## src/rtl/inst_cache.sv

```systemverilog
// Direct-mapped, read-only instruction cache with 8-word lines and a
// single outstanding fetch; misses refill a whole line from memory in word order.
module inst_cache #(
    parameter int INDEX_BITS = 3
) (
    input  logic        clk,
    input  logic        rst,
    input  logic        from_cpu_inst_req_valid,
    input  logic [31:0] from_cpu_inst_req_addr,
    output logic        to_cpu_inst_req_ready,
    output logic        to_cpu_cache_rsp_valid,
    output logic [31:0] to_cpu_cache_rsp_data,
    input  logic        from_cpu_cache_rsp_ready,
    output logic        to_mem_rd_req_valid,
    output logic [31:0] to_mem_rd_req_addr,
    input  logic        from_mem_rd_req_ready,
    input  logic        from_mem_rd_rsp_valid,
    input  logic [31:0] from_mem_rd_rsp_data,
    input  logic        from_mem_rd_rsp_last,
    output logic        to_mem_rd_rsp_ready,
    output logic [31:0] hit_cnt,
    output logic [31:0] miss_cnt
);
    localparam int LINES = 1 << INDEX_BITS;
    localparam int TAG_W = 27 - INDEX_BITS;

    typedef enum logic [2:0] {
        S_IDLE,
        S_LOOKUP,
        S_MEM_REQ,
        S_REFILL,
        S_RESP
    } state_t;

    state_t            r_state;
    logic [31:0]       r_addr;
    logic [2:0]        r_beat_cnt;
    logic [LINES-1:0]  r_valid;
    logic [TAG_W-1:0]  r_tag_array [LINES];
    logic [31:0]       r_data_array [LINES*8];
    logic              r_req_ready;
    logic              r_rsp_valid;
    logic [31:0]       r_rsp_data;
    logic              r_mem_req_valid;
    logic              r_mem_rsp_ready;
    logic [31:0]       r_hit_cnt;
    logic [31:0]       r_miss_cnt;

    logic [INDEX_BITS-1:0] w_index;
    logic [TAG_W-1:0]      w_tag;
    logic [2:0]            w_offset;
    logic                  w_hit;
    logic                  w_beat_fire;
    logic                  w_unused;

    assign w_index     = r_addr[4+INDEX_BITS:5];
    assign w_tag       = r_addr[31:5+INDEX_BITS];
    assign w_offset    = r_addr[4:2];
    assign w_hit       = r_valid[w_index] && (r_tag_array[w_index] == w_tag);
    assign w_beat_fire = (r_state == S_REFILL) && from_mem_rd_rsp_valid;
    assign w_unused    = ^r_addr[1:0];

    assign to_cpu_inst_req_ready  = r_req_ready;
    assign to_cpu_cache_rsp_valid = r_rsp_valid;
    assign to_cpu_cache_rsp_data  = r_rsp_data;
    assign to_mem_rd_req_valid    = r_mem_req_valid;
    assign to_mem_rd_req_addr     = {r_addr[31:5], 5'b0};
    assign to_mem_rd_rsp_ready    = r_mem_rsp_ready;
    assign hit_cnt                = r_hit_cnt;
    assign miss_cnt               = r_miss_cnt;

    always_ff @(posedge clk) begin
        if (rst) begin
            r_state         <= S_IDLE;
            r_valid         <= '0;
            r_beat_cnt      <= 3'd0;
            r_hit_cnt       <= 32'd0;
            r_miss_cnt      <= 32'd0;
            r_req_ready     <= 1'b1;
            r_rsp_valid     <= 1'b0;
            r_mem_req_valid <= 1'b0;
            r_mem_rsp_ready <= 1'b0;
        end else begin
            case (r_state)
                S_IDLE: begin
                    if (from_cpu_inst_req_valid) begin
                        r_addr      <= from_cpu_inst_req_addr;
                        r_req_ready <= 1'b0;
                        r_state     <= S_LOOKUP;
                    end
                end
                S_LOOKUP: begin
                    if (w_hit) begin
                        r_hit_cnt   <= r_hit_cnt + 32'd1;
                        r_rsp_data  <= r_data_array[{w_index, w_offset}];
                        r_rsp_valid <= 1'b1;
                        r_state     <= S_RESP;
                    end else begin
                        r_miss_cnt      <= r_miss_cnt + 32'd1;
                        r_mem_req_valid <= 1'b1;
                        r_state         <= S_MEM_REQ;
                    end
                end
                S_MEM_REQ: begin
                    // The victim is invalidated up front so a partly refilled line never looks valid.
                    if (from_mem_rd_req_ready) begin
                        r_mem_req_valid  <= 1'b0;
                        r_mem_rsp_ready  <= 1'b1;
                        r_beat_cnt       <= 3'd0;
                        r_valid[w_index] <= 1'b0;
                        r_state          <= S_REFILL;
                    end
                end
                S_REFILL: begin
                    if (from_mem_rd_rsp_valid) begin
                        r_beat_cnt <= r_beat_cnt + 3'd1;
                        // Capture the requested word as it streams past, so offset 7 needs no extra cycle.
                        if (r_beat_cnt == w_offset) begin
                            r_rsp_data <= from_mem_rd_rsp_data;
                        end
                        if (from_mem_rd_rsp_last) begin
                            r_valid[w_index] <= 1'b1;
                            r_mem_rsp_ready  <= 1'b0;
                            r_rsp_valid      <= 1'b1;
                            r_state          <= S_RESP;
                        end
                    end
                end
                S_RESP: begin
                    if (from_cpu_cache_rsp_ready) begin
                        r_rsp_valid <= 1'b0;
                        r_req_ready <= 1'b1;
                        r_state     <= S_IDLE;
                    end
                end
                default: r_state <= S_IDLE;
            endcase
        end
    end

    always_ff @(posedge clk) begin
        if (w_beat_fire) begin
            r_data_array[{w_index, r_beat_cnt}] <= from_mem_rd_rsp_data;
        end
    end

    always_ff @(posedge clk) begin
        if (w_beat_fire && from_mem_rd_rsp_last) begin
            r_tag_array[w_index] <= w_tag;
        end
    end
endmodule

```

## config.mk

```make
export PLATFORM = sky130hd
export DESIGN_NAME = inst_cache
export DESIGN_NICKNAME = d
export VERILOG_FILES = /design/src/rtl/inst_cache.sv
export SDC_FILE = /design/constraint.sdc
export NUM_CORES = 2
export LEC_CHECK = 0
export BUFFER_PORTS_ARGS = -buffer_cell sky130_fd_sc_hd__buf_2
export CAP_MARGIN = 20
export CORE_ASPECT_RATIO = 0.6
export CORE_MARGIN = 2
export CORE_UTILIZATION = 50
export CTS_CLUSTER_DIAMETER = 80
export DETAILED_ROUTE_END_ITERATION = 8
export GPL_ROUTABILITY_DRIVEN = 0
export HOLD_SLACK_MARGIN = 0.03
export PLACE_DENSITY = 0.68
export SYNTH_ARGS = -nofsm -noshare
export SYNTH_HDL_FRONTEND = slang
export SYNTH_SLANG_ARGS = --single-unit
```

## constraint.sdc

```tcl
create_clock -name clk -period 5.5 [get_ports clk]
set_input_delay 0.275 -clock clk [delete_from_list [all_inputs] [get_ports clk]]
set_output_delay 0.275 -clock clk [all_outputs]
set_load 0.05 [all_outputs]
```

==> results.py <==
metrics = {
    "drt": {
        "vias": 45400,
        "drtAntennaViolNets": 0,
        "routed_wl_um": 233000,
        "viasPerCell": 6.37,
        "drtIter0Drc": 6949,
        "dr.pass1.iters": 5,
        "wl_per_cell_um": 32.7,
        "drc_errors": 0,
    },
    "logic_synthesis": {
        "ys_warn_count": 0,
        "synth.top_cell.area_share": 0.748,
        "postSynth.asyncResetShare": 0,
        "syn_avg_cell_area_um2": 22.5,
        "synth-edff-count": 2302,
        "yosysTopAreaCell": "edfxtp_1",
        "synth.area.top_cells": "edfxtp_1, mux4_2, dfxtp_1",
        "ys_seq_area_frac": 0.767,
        "syn-cell-area_um2": 92500,
        "postSynthRegisterBits": 2390,
        "synthCells": 4115,
        "synth_top_flop_cell": "edfxtp_1",
        "synth_cell_type_count": 64,
    },
    "clock_network": {
        "post_cts_buffers": 0,
        "cts_buffer_depth": 4,
        "h-tree-depth": 4,
        "ctsHoldBuffers": 40,
        "cts_tree": "done",
        "clkTransAtPathRegs_ns": 0.07,
        "cts_made_buffers": 203,
        "insertion_delay_ns": 0.84,
        "cts_root_buf": "clkbuf_16",
        "cts_resized": 0,
        "cts_sinks": 2390,
    },
    "global_route": {
        "grt_overflow": 0,
        "grt_max_degree": 112,
        "grt_pass1_wl_um": 326000,
        "track_usage": 0.244,
        "antenna_found_initial": 8,
        "grt_pass1_vias": 43200,
    },
    "timing": {
        "clock.fmax_mhz": 219,
        "finClkSkew_ns": 0.0493,
        "tns_ns": 0,
        "finalCritPeriodShare": 0.831,
        "setup_viol": 0,
        "rsz0062_at_grt": "no",
        "slew_viol_final": 0,
        "slew_headroom": 0.260,
        "tightest_slew_ns": 1.11,
        "hold_violations": 0,
        "min_period_ns": 4.57,
    },
    "worst_setup_path": {
        "crit_slowest_cell": "nand4_4",
        "worstPathMaxFanout": 62,
        "cp_common_cell": "nand4_1",
        "cp_top_family": "simple AND/OR/NAND/NOR gates",
        "crit_type": "register to register",
        "crit_path_end_kind": "register",
        "startpoint_type": "register",
        "worst-path-buf-inv": 1,
        "path_cells": "mux4_2, mux2i_1, xor2_1, nand4_1, and4b_1, nand4_4, buf_4, nand4_1, mux2_2",
        "arrival_ns": 5.26,
        "critical_path.max_stage_delay_ns": 0.69,
        "worstPathRequired_ns": 6.19,
    },
    "layout": {
        "final_cell_area_um2": 104000,
        "fillers": 13200,
        "drive_gt1_frac": 0.308,
        "postLayoutCoreUtil": 0.567,
        "fin_cells": 7121,
        "nets": 4561,
        "multi_input_area_um2": 20800,
        "area_delta_synth_final_pct": 12.9,
        "final_cell_mix": "edfxtp_1, mux4_2, clkbuf_16",
        "final_common_cell": "edfxtp_1",
        "regArea_um2": 70900,
    },
    "run": {
        "drv_cap": 0,
    },
    "floorplan": {
        "die_area_um2": 189000,
        "start_util": 0.502,
        "rows": 122,
        "die_w_um": 559,
        "design.portCount": 203,
        "core-area_um2": 184000,
        "dieHeight_um": 337,
    },
    "place": {
        "dp.cells": 6672,
        "port_buffers": 195,
        "place_area_um2": 97200,
        "place_hpwl_um": 130000,
    },
    "power": {
        "irDropWorstVdd_mv": 0.289,
        "power_density_nw_per_um2": 348,
        "finalPower_mw": 36.3,
        "leakagePower_nw": 32.6,
    },
    "outcome": {
        "status": "finished, final reports clean",
    },
    "min_path": {
        "holdCritPathClass": "primary input to register",
    },
}
## final timing paths
| kind | start | end | slack [ns] | cells past startpoint |
|---|---|---|---|---|
| max | register | miss_cnt[5] | 0.93 | 9 |
| min | from_mem_rd_rsp_data[30] | r_data_array[47][30] | 0.04 | 1 |
| max reg2reg | register | miss_cnt[5] | 0.93 | 9 |
| min reg2reg | to_mem_rd_rsp_ready | to_mem_rd_rsp_ready | 0.47 | 2 |
## cells by family after synthesis
kind of cell	after synthesis	synth area share
compound gates	171	0.0123
xor+xnor	14	0.00133
fa+ha+maj	3	0.000406
buf+inv	266	0.0139
flops	2390	0.767
mux	777	0.178
other cells	1	0.0000406
simple gates	493	0.0271
## synth_stat cells (38+ instances only)
cell      instances
mux2i_1          52
a21oi_1          61
nand2_1         131
nor2_1          124
dfxtp_1          88
or4_1            41
edfxtp_1       2302
o31ai_1          38
buf_4            41
clkbuf_1        144
buf_1            49
mux4_2          690
nand3_1          39
## power breakdown
| group | switching [mW] | leakage, nW | internal [mW] |
|---|---|---|---|
| registers | 0.112 | 21.4 | 20.0 |
| logic | 1.55 | 8.22 | 1.18 |
| clock network | 6.31 | 2.94 | 7.22 |
## worst register-to-register path: stages, from the launching register on
cell and delay, ns:
dfxtp_4 0.66, mux4_2 0.59, mux2i_1 0.18, xor2_1 0.55, nand4_1 0.38, and4b_1 0.44, nand4_4 0.69, buf_4 0.52
nand4_1 0.11, mux2_2 0.33
## stage by stage
stage          hold slack, ns  worst slack (ns)
2_1_floorplan           0.374             0.417
3_3_place_gp            0.447              1.13
3_5_place_dp            0.454              1.06
4_1_cts                0.0631              1.04
5_1_grt                0.0420             0.673
6_report               0.0444             0.931
## area by class of cell
| cell class | count | share of cell area |
|---|---|---|
| Clock buffer | 250 | 0.0514 |
| Timing Repair Buffer | 419 | 0.0333 |
| Sequential cell | 2390 | 0.679 |
| Inverter | 10 | 0.000360 |
| Tap cell | 2480 | 0.0297 |
| Multi-Input combinational cell | 1463 | 0.200 |
| Antenna cell | 1 | 0.0000240 |
| Clock inverter | 108 | 0.00645 |
## sequential cells by signal, summed over array words and instances, names as in the netlist, named ones only
name	count
miss_cnt	32
hit_cnt	32
r_beat_cnt	3
to_mem_rd_req_valid	1
r_tag_array	192
r_state	3
to_mem_rd_rsp_ready	1
r_data_array	2048
to_cpu_cache_rsp_data	32
r_addr	30
to_cpu_inst_req_ready	1
to_cpu_cache_rsp_valid	1
## layer usage
layer	GRT usage	vias up	share of wire	wire, um
met5	0	-	0.000090	21
li1	-	18200	-	-
met4	0.0502	4	0.020	4750
met1	0.386	24200	0.41	96500
met2	0.328	2768	0.42	97500
met3	0.0839	287	0.15	33800
(Power assumes the default switching activity.)
